File: config.mk
export PLATFORM = sky130hd
export DESIGN_NAME = gpio_bus_arbiter
export DESIGN_NICKNAME = d
export VERILOG_FILES = /design/src/rtl/gpio_bus_arbiter.sv
export SDC_FILE = /design/constraint.sdc
export NUM_CORES = 1
export LEC_CHECK = 0
export CAP_MARGIN = 20
export CORE_ASPECT_RATIO = 1.25
export CORE_MARGIN = 8
export CORE_UTILIZATION = 35
export DETAILED_ROUTE_END_ITERATION = 8
export GPL_TIMING_DRIVEN = 0
export PLACE_DENSITY = 0.7
export SLEW_MARGIN = 20
export SYNTH_ARGS = -nofsm -noshare
export SYNTH_HDL_FRONTEND = slang
export SYNTH_SLANG_ARGS = --single-unit
File: constraint.sdc
create_clock -name sysclk -period 6.1 [get_ports sysclk]
set_input_delay 1.22 -clock sysclk [delete_from_list [all_inputs] [get_ports sysclk]]
set_output_delay 1.22 -clock sysclk [all_outputs]
set_load 0.005 [all_outputs]
File: src/rtl/gpio_bus_arbiter.sv
// -----------------------------------------------------------------------------
// gpio_bus_arbiter
//   Round-robin arbiter and access sequencer in front of the GPIO_register
//   slave port. Each requester issues single read/write transactions; the
//   block grants one at a time, drives the slave bus for the access, captures
//   read data and returns a one-hot response to the owner. Illegal offsets
//   (misaligned, above MAX_ADDR, or a write to RO_ADDR) are answered with an
//   error response and never reach the bus.
//
// Ports
//   sysclk      in   1            system clock (rising edge)
//   sysrst      in   1            asynchronous active-low reset
//   req_valid   in   NUM_REQ      per-requester request, held until req_ready
//   req_we      in   NUM_REQ      1 = write, 0 = read
//   req_addr    in   32*NUM_REQ   flattened offsets, requester i at [32*i+:32]
//   req_wdata   in   32*NUM_REQ   flattened write data
//   req_ready   out  NUM_REQ      one-hot combinational accept pulse
//   rsp_valid   out  NUM_REQ      one-hot one-cycle response to the owner
//   rsp_err     out  1            response is an illegal-access error
//   rsp_rdata   out  32           read data (0 for writes and errors)
//   busy        out  1            sequencer not idle
//   gpio_we     out  1            slave write enable
//   gpio_addr   out  32           slave register offset
//   gpio_dat_i  out  32           slave write data
//   gpio_dat_o  in   32           slave read data
// -----------------------------------------------------------------------------
module gpio_bus_arbiter #(
    parameter int          NUM_REQ  = 2,
    parameter logic [31:0] MAX_ADDR = 32'h0000_0024,
    parameter logic [31:0] RO_ADDR  = 32'h0000_0000
) (
    input  logic                    sysclk,
    input  logic                    sysrst,
    input  logic [NUM_REQ-1:0]      req_valid,
    input  logic [NUM_REQ-1:0]      req_we,
    input  logic [32*NUM_REQ-1:0]   req_addr,
    input  logic [32*NUM_REQ-1:0]   req_wdata,
    output logic [NUM_REQ-1:0]      req_ready,
    output logic [NUM_REQ-1:0]      rsp_valid,
    output logic                    rsp_err,
    output logic [31:0]             rsp_rdata,
    output logic                    busy,
    output logic                    gpio_we,
    output logic [31:0]             gpio_addr,
    output logic [31:0]             gpio_dat_i,
    input  logic [31:0]             gpio_dat_o
);

    typedef enum logic [1:0] {
        ST_IDLE    = 2'd0,
        ST_ACCESS  = 2'd1,
        ST_CAPTURE = 2'd2,
        ST_RESP    = 2'd3
    } state_t;

    // Requester indices are carried in 2 bits so up to four requesters fit.
    localparam int PTR_W = 2;

    // An offset is legal when word aligned, in range and not a write to RO_ADDR.
    function automatic logic addr_legal(input logic [31:0] addr, input logic we);
        return (addr[1:0] == 2'b00) && (addr <= MAX_ADDR) && !(we && (addr == RO_ADDR));
    endfunction

    state_t             state_r;
    state_t             state_nxt_s;
    logic [PTR_W-1:0]   ptr_r;
    logic [PTR_W-1:0]   owner_r;
    logic               we_r;
    logic               err_r;
    logic [31:0]        addr_r;
    logic [31:0]        wdata_r;

    // Requests padded out to four lanes so every index is a full 2-bit value.
    logic [3:0]         valid4_s;
    logic [3:0]         we4_s;
    logic [31:0]        addr4_s  [4];
    logic [31:0]        wdata4_s [4];

    logic               found_s;
    logic [PTR_W-1:0]   grant_idx_s;
    logic [2:0]         sum_s;
    logic [2:0]         cand_s;
    logic               hit_s;
    logic               accept_s;
    logic               sel_we_s;
    logic [31:0]        sel_addr_s;
    logic [31:0]        sel_wdata_s;
    logic               sel_legal_s;
    logic [3:0]         ready4_s;

    logic               in_idle_s;
    logic               txn_we_s;
    logic               txn_err_s;
    logic [31:0]        txn_addr_s;
    logic [31:0]        txn_wdata_s;
    logic [PTR_W-1:0]   txn_owner_s;
    logic [3:0]         owner4_s;

    logic               gpio_we_nxt_s;
    logic [31:0]        gpio_addr_nxt_s;
    logic [31:0]        gpio_dat_i_nxt_s;
    logic [NUM_REQ-1:0] rsp_valid_nxt_s;
    logic               rsp_err_nxt_s;
    logic [31:0]        rsp_rdata_nxt_s;
    logic               busy_nxt_s;

    for (genvar gi = 0; gi < 4; gi++) begin : g_lane
        if (gi < NUM_REQ) begin : g_used
            assign valid4_s[gi] = req_valid[gi];
            assign we4_s[gi]    = req_we[gi];
            assign addr4_s[gi]  = req_addr[32*gi +: 32];
            assign wdata4_s[gi] = req_wdata[32*gi +: 32];
        end else begin : g_unused
            assign valid4_s[gi] = 1'b0;
            assign we4_s[gi]    = 1'b0;
            assign addr4_s[gi]  = 32'h0000_0000;
            assign wdata4_s[gi] = 32'h0000_0000;
        end
    end

    // Round-robin search: first valid requester after the pointer, wrapping.
    always_comb begin
        found_s     = 1'b0;
        grant_idx_s = '0;
        sum_s       = 3'd0;
        cand_s      = 3'd0;
        hit_s       = 1'b0;
        for (int k = 1; k <= NUM_REQ; k++) begin
            sum_s       = {1'b0, ptr_r} + 3'(k);
            // ptr < NUM_REQ and k <= NUM_REQ, so one subtraction is a full modulo.
            cand_s      = (sum_s >= 3'(NUM_REQ)) ? (sum_s - 3'(NUM_REQ)) : sum_s;
            hit_s       = valid4_s[cand_s[1:0]] & ~found_s;
            grant_idx_s = hit_s ? cand_s[1:0] : grant_idx_s;
            found_s     = found_s | hit_s;
        end
    end

    // Selected request payload, accept decision and combinational ready pulse.
    always_comb begin
        in_idle_s   = (state_r == ST_IDLE);
        accept_s    = in_idle_s && found_s;
        sel_we_s    = we4_s[grant_idx_s];
        sel_addr_s  = addr4_s[grant_idx_s];
        sel_wdata_s = wdata4_s[grant_idx_s];
        sel_legal_s = addr_legal(sel_addr_s, sel_we_s);
        // Gated by reset so the port is quiet while the block is held in reset.
        ready4_s    = (accept_s && sysrst) ? (4'b0001 << grant_idx_s) : 4'b0000;
        req_ready   = ready4_s[NUM_REQ-1:0];
    end

    // Next-state logic of the access sequencer.
    always_comb begin
        state_nxt_s = state_r;
        case (state_r)
            ST_IDLE: begin
                if (found_s) begin
                    state_nxt_s = sel_legal_s ? ST_ACCESS : ST_RESP;
                end else begin
                    state_nxt_s = ST_IDLE;
                end
            end
            ST_ACCESS:  state_nxt_s = we_r ? ST_RESP : ST_CAPTURE;
            ST_CAPTURE: state_nxt_s = ST_RESP;
            ST_RESP:    state_nxt_s = ST_IDLE;
            default:    state_nxt_s = ST_IDLE;
        endcase
    end

    // Next values of the registered outputs, taken from the transaction being
    // accepted this cycle (IDLE) or from the latched one (all other states).
    always_comb begin
        txn_we_s         = in_idle_s ? sel_we_s : we_r;
        txn_err_s        = in_idle_s ? ~sel_legal_s : err_r;
        txn_addr_s       = in_idle_s ? sel_addr_s : addr_r;
        txn_wdata_s      = in_idle_s ? sel_wdata_s : wdata_r;
        txn_owner_s      = in_idle_s ? grant_idx_s : owner_r;
        owner4_s         = 4'b0001 << txn_owner_s;

        gpio_we_nxt_s    = (state_nxt_s == ST_ACCESS) ? txn_we_s : 1'b0;
        gpio_addr_nxt_s  = ((state_nxt_s == ST_ACCESS) || (state_nxt_s == ST_CAPTURE))
                           ? txn_addr_s : 32'h0000_0000;
        gpio_dat_i_nxt_s = ((state_nxt_s == ST_ACCESS) && txn_we_s)
                           ? txn_wdata_s : 32'h0000_0000;
        rsp_valid_nxt_s  = (state_nxt_s == ST_RESP) ? owner4_s[NUM_REQ-1:0] : '0;
        rsp_err_nxt_s    = (state_nxt_s == ST_RESP) ? txn_err_s : 1'b0;
        // Read data is sampled at the end of CAPTURE, on the way into RESP.
        rsp_rdata_nxt_s  = ((state_nxt_s == ST_RESP) && (state_r == ST_CAPTURE))
                           ? gpio_dat_o : 32'h0000_0000;
        busy_nxt_s       = (state_nxt_s != ST_IDLE);
    end

    // State register and registered outputs.
    always_ff @(posedge sysclk or negedge sysrst) begin
        if (!sysrst) begin
            state_r    <= ST_IDLE;
            gpio_we    <= 1'b0;
            gpio_addr  <= 32'h0000_0000;
            gpio_dat_i <= 32'h0000_0000;
            rsp_valid  <= '0;
            rsp_err    <= 1'b0;
            rsp_rdata  <= 32'h0000_0000;
            busy       <= 1'b0;
        end else begin
            state_r    <= state_nxt_s;
            gpio_we    <= gpio_we_nxt_s;
            gpio_addr  <= gpio_addr_nxt_s;
            gpio_dat_i <= gpio_dat_i_nxt_s;
            rsp_valid  <= rsp_valid_nxt_s;
            rsp_err    <= rsp_err_nxt_s;
            rsp_rdata  <= rsp_rdata_nxt_s;
            busy       <= busy_nxt_s;
        end
    end

    // Transaction latch and round-robin pointer, loaded on accept only.
    always_ff @(posedge sysclk or negedge sysrst) begin
        if (!sysrst) begin
            ptr_r   <= PTR_W'(NUM_REQ - 1);
            owner_r <= '0;
            we_r    <= 1'b0;
            err_r   <= 1'b0;
            addr_r  <= 32'h0000_0000;
            wdata_r <= 32'h0000_0000;
        end else if (accept_s) begin
            ptr_r   <= grant_idx_s;
            owner_r <= grant_idx_s;
            we_r    <= sel_we_s;
            err_r   <= ~sel_legal_s;
            addr_r  <= sel_addr_s;
            wdata_r <= sel_wdata_s;
        end else begin
            ptr_r   <= ptr_r;
            owner_r <= owner_r;
            we_r    <= we_r;
            err_r   <= err_r;
            addr_r  <= addr_r;
            wdata_r <= wdata_r;
        end
    end

endmodule

==> impl_metrics.env <==
export IMPL_dieArea_um2=25600
export IMPL_slew_violations=0
export IMPL_clock_path_buffers=2
export IMPL_detailed_place_hpwl_mm=17.2
export IMPL_grt_first_pass_wirelength_mm=35.4
export IMPL_cts_tree="done"
export IMPL_synth_seq_area_share_pct=59.5
export IMPL_worst_r2r_startpoint="owner_r[1]"
export IMPL_die_width_um=145
export IMPL_drc=0
export IMPL_wl_per_cell_um=18.4
export IMPL_grt_usage_pct=18.0
export IMPL_worstPathCellList="clkdlybuf4s50_1 > o21bai_1 > a21o_1 > buf_2 > clkbuf_1 > nor2_1 > clkdlybuf4s50_1"
export IMPL_post_route_cells_drive_above_1_share_pct=6.28
export IMPL_ys_flop_type="sky130_fd_sc_hd__dfrtp_1"
export IMPL_drv_max_cap_violation_count=0
export IMPL_critPathMaxStageDelay_ns=0.46
export IMPL_num_rows=59
export IMPL_grt_remaining_overflow=0
export IMPL_numPortBuffers=267
export IMPL_timing_final_crit_period_ns=4.49
export IMPL_r2r_end="gpio_addr[10]"
export IMPL_timing_reg2reg_setup_slack_ns=3.28
export IMPL_yosys_warnings=0
export IMPL_postSynthCellCount=655
export IMPL_cellLeakagePower_nw=4.79
export IMPL_grt_start_max_net_pins=95
export IMPL_area_growth_pct=50.0
export IMPL_net_count_after_synthesis=829
export IMPL_finish_net_count=1116
export IMPL_worst_tran_pin_value_ns=0.626
export IMPL_run_status="finished clean"
export IMPL_first_global_vias=6319
export IMPL_design_power_total_mw=5.16
export IMPL_tritoncts_num_buffers=17
export IMPL_timing_critical_path_fanout_max=10
export IMPL_startpoint_of_the_lowest_slack_hold_path="wdata_r[17]"
export IMPL_cell_variety_after_synth=36
export IMPL_timing_worst_setup_path_type="primary input to output port"
export IMPL_clock_insertion_delay_worst_skew_ns=0.43
export IMPL_numPlacedInstances=1197
export IMPL_synth_area_per_cell_um2=11.1
export IMPL_critical_path_arrival_ns=3.27
export IMPL_h_tree_depth=4
export IMPL_post_synth_top_area_fraction_pct=59.1
export IMPL_drt_pass1_iter_count=5
export IMPL_peak_freq_mhz=223
export IMPL_critPathMostFrequentCell="sky130_fd_sc_hd__clkdlybuf4s50_1"
export IMPL_wl_mm=22.6
export IMPL_clock_root_buffer="sky130_fd_sc_hd__clkbuf_16"
export IMPL_min_delay_path_depth=2
export IMPL_post_synth_instance_area_um2=7240
export IMPL_synth_edf_count=0
export IMPL_holdCritPathClass="flip-flop to flip-flop"
export IMPL_initialDrtViolationCount=232
export IMPL_peakVddDrop_v=0.000217
export IMPL_clkTransAtPathRegs_ns=0.07
export IMPL_crit_path_top_delay_cell="sky130_fd_sc_hd__clkdlybuf4s50_1"
export IMPL_design_portCount=269
export IMPL_initial_utilization_pct=35.2
export IMPL_hold_path_endpoint="wdata_r[17]"
export IMPL_routed_via_density=4.85
export IMPL_post_synth_main_area_contributors="sky130_fd_sc_hd__dfrtp_1, sky130_fd_sc_hd__mux2i_1, sky130_fd_sc_hd__a211oi_1"
export IMPL_cp_end_kind="output port"
export IMPL_finalNonFillerCells=1230
export IMPL_cts_resized=0
export IMPL_worst_path_required_ns=4.88
export IMPL_clock_sinks=172
export IMPL_worst_setup_path_start_kind="primary input"
export IMPL_synthArstFlopShare_pct=100
export IMPL_number_of_antenna_violations_at_the_first_check_in_global_routing=1
export IMPL_fin_crit_sh_pct=73.7
export IMPL_p_per_area_nw_per_um2=475
export IMPL_post_cts_buffers=0
export IMPL_fp_coreArea_um2=20600
export IMPL_hold_viol_final=0
export IMPL_timing_reg2reg_worst_path_depth=8
export IMPL_clk_skew_ns=0.0116
export IMPL_synth_largest_area_cell="sky130_fd_sc_hd__dfrtp_1"
export IMPL_detail_route_antenna_nets=0
export IMPL_place_congestion=0.806
export IMPL_vias=5967
export IMPL_max_slew_margin_rel_pct=58.3
export IMPL_holdBufCountCts=0
export IMPL_rsz0062_at_grt="false"
export IMPL_die_h_um=177
export IMPL_report_final_setup_viol=0
export IMPL_flop_and_latch_count_out_of_synthesis=172
kinds of logic (layout without fill, tap and decap cells):
logic type | Yosys count | in the layout | share of synthesized area (%)
AOI/OAI and AO/OA | 151 | 151 | 13.6
adders and majority gates | 8 | 8 | 1.38
buffers and inverters | 55 | 355 | 3.71
DFF | 172 | 172 | 59.5
muxes | 64 | 64 | 8.85
other | 0 | 1 | 0
and+or+nand+nor | 205 | 205 | 13.0
synthesized netlist by cell type (all sizes together) (4+ instances only):
cell,number
dfrtp,171
o21ai,71
nand2,70
nor2,69
a211oi,66
mux2i,64
and2,34
clkbuf,25
buf,22
nor4,19
ha,8
inv,8
nand4,4
critical path: cells and delay by family:
kind	cells	cell delay, ns
compound gates	2	0.35
simple gates	1	0.10
buf+inv	4	1.59
cell type report:
type,instances,area [µm²]
Clock buffer,17,425
Clock inverter,15,146
Tap cell,274,343
Inverter,8,30.0
Buffer,47,239
Fill cell,1806,9730
Timing Repair Buffer,268,2710
Sequential cell,172,4310
Antenna cell,1,2.50
Multi-Input combinational cell,428,2670
how the worst max path moves through the flow:
stage,start,to,slack (ns),cells past startpoint
floorplan,req_valid[1],req_ready[0],2.74,6
global placement,sysrst,req_ready[1],-3.83,3
detailed placement,req_valid[0],req_ready[0],1.58,7
CTS,req_valid[0],req_ready[0],1.58,7
global route,req_valid[0],req_ready[0],1.47,7
finish,req_valid[0],req_ready[0],1.61,7
registers in the layout (all words and copies together) (netlist names), 2 cells and up:
signal and flops:
owner_r 2, wdata_r 32, gpio_addr 32, rsp_rdata 32, addr_r 32, state_r 2
gpio_dat_i 32, rsp_valid 2
cell usage in the layout, fill, tap and decap left out, types with 2 or more instances in the layout:
cell	count
sky130_fd_sc_hd__nand2_1	69
sky130_fd_sc_hd__clkbuf_16	17
sky130_fd_sc_hd__o21a_1	2
sky130_fd_sc_hd__nand4_1	4
sky130_fd_sc_hd__dfrtp_1	171
sky130_fd_sc_hd__nor2_1	69
sky130_fd_sc_hd__clkinv_8	2
sky130_fd_sc_hd__inv_8	2
sky130_fd_sc_hd__buf_4	5
sky130_fd_sc_hd__a21oi_1	3
sky130_fd_sc_hd__inv_6	8
sky130_fd_sc_hd__and3_1	2
sky130_fd_sc_hd__a211oi_1	65
sky130_fd_sc_hd__nand2b_1	2
sky130_fd_sc_hd__buf_2	13
sky130_fd_sc_hd__buf_1	2
sky130_fd_sc_hd__ha_1	8
sky130_fd_sc_hd__nor4_1	19
sky130_fd_sc_hd__clkbuf_1	25
sky130_fd_sc_hd__buf_8	2
sky130_fd_sc_hd__nor2b_1	3
sky130_fd_sc_hd__nor3_1	2
sky130_fd_sc_hd__inv_1	8
sky130_fd_sc_hd__and2_1	33
sky130_fd_sc_hd__clkdlybuf4s50_1	266
sky130_fd_sc_hd__mux2i_1	64
sky130_fd_sc_hd__a221oi_1	2
sky130_fd_sc_hd__o21ai_0	70
where the power goes:
| group | switching [mW] | internal (mW) | leakage, nW |
|---|---|---|---|
| combinational | 1.26 | 1.03 | 2.30 |
| sequential | 0.180 | 1.64 | 2.21 |
| clock | 0.504 | 0.544 | 0.280 |
metal layers:
metal  part of all wire [%]  track usage [%]  vias to the layer above
met5                      0                0                        -
met4                    1.2             5.17                        0
met3                    6.9             4.37                       18
met2                     53             31.6                      182
met1                     39             21.3                     2911
li1                       -                -                     2856
through the flow:
stage / hold WS [ns] / TNS (ns) / area [µm²] / util [%] / setup WS [ns]
5_1_grt: 0.509 / 0 / 10900 / 52.7 / 1.47
2_1_floorplan: 0.451 / 0 / 7240 / - / 2.74
6_report: 0.480 / 0 / 10900 / 52.7 / 1.61
3_3_place_gp: 0.462 / -587.68 / 10300 / 49.8 / -3.83
4_1_cts: 0.487 / 0 / 10900 / 52.7 / 1.58
3_5_place_dp: 0.471 / 0 / 10300 / 50.0 / 1.58
Power figures use the tool's default switching activity.
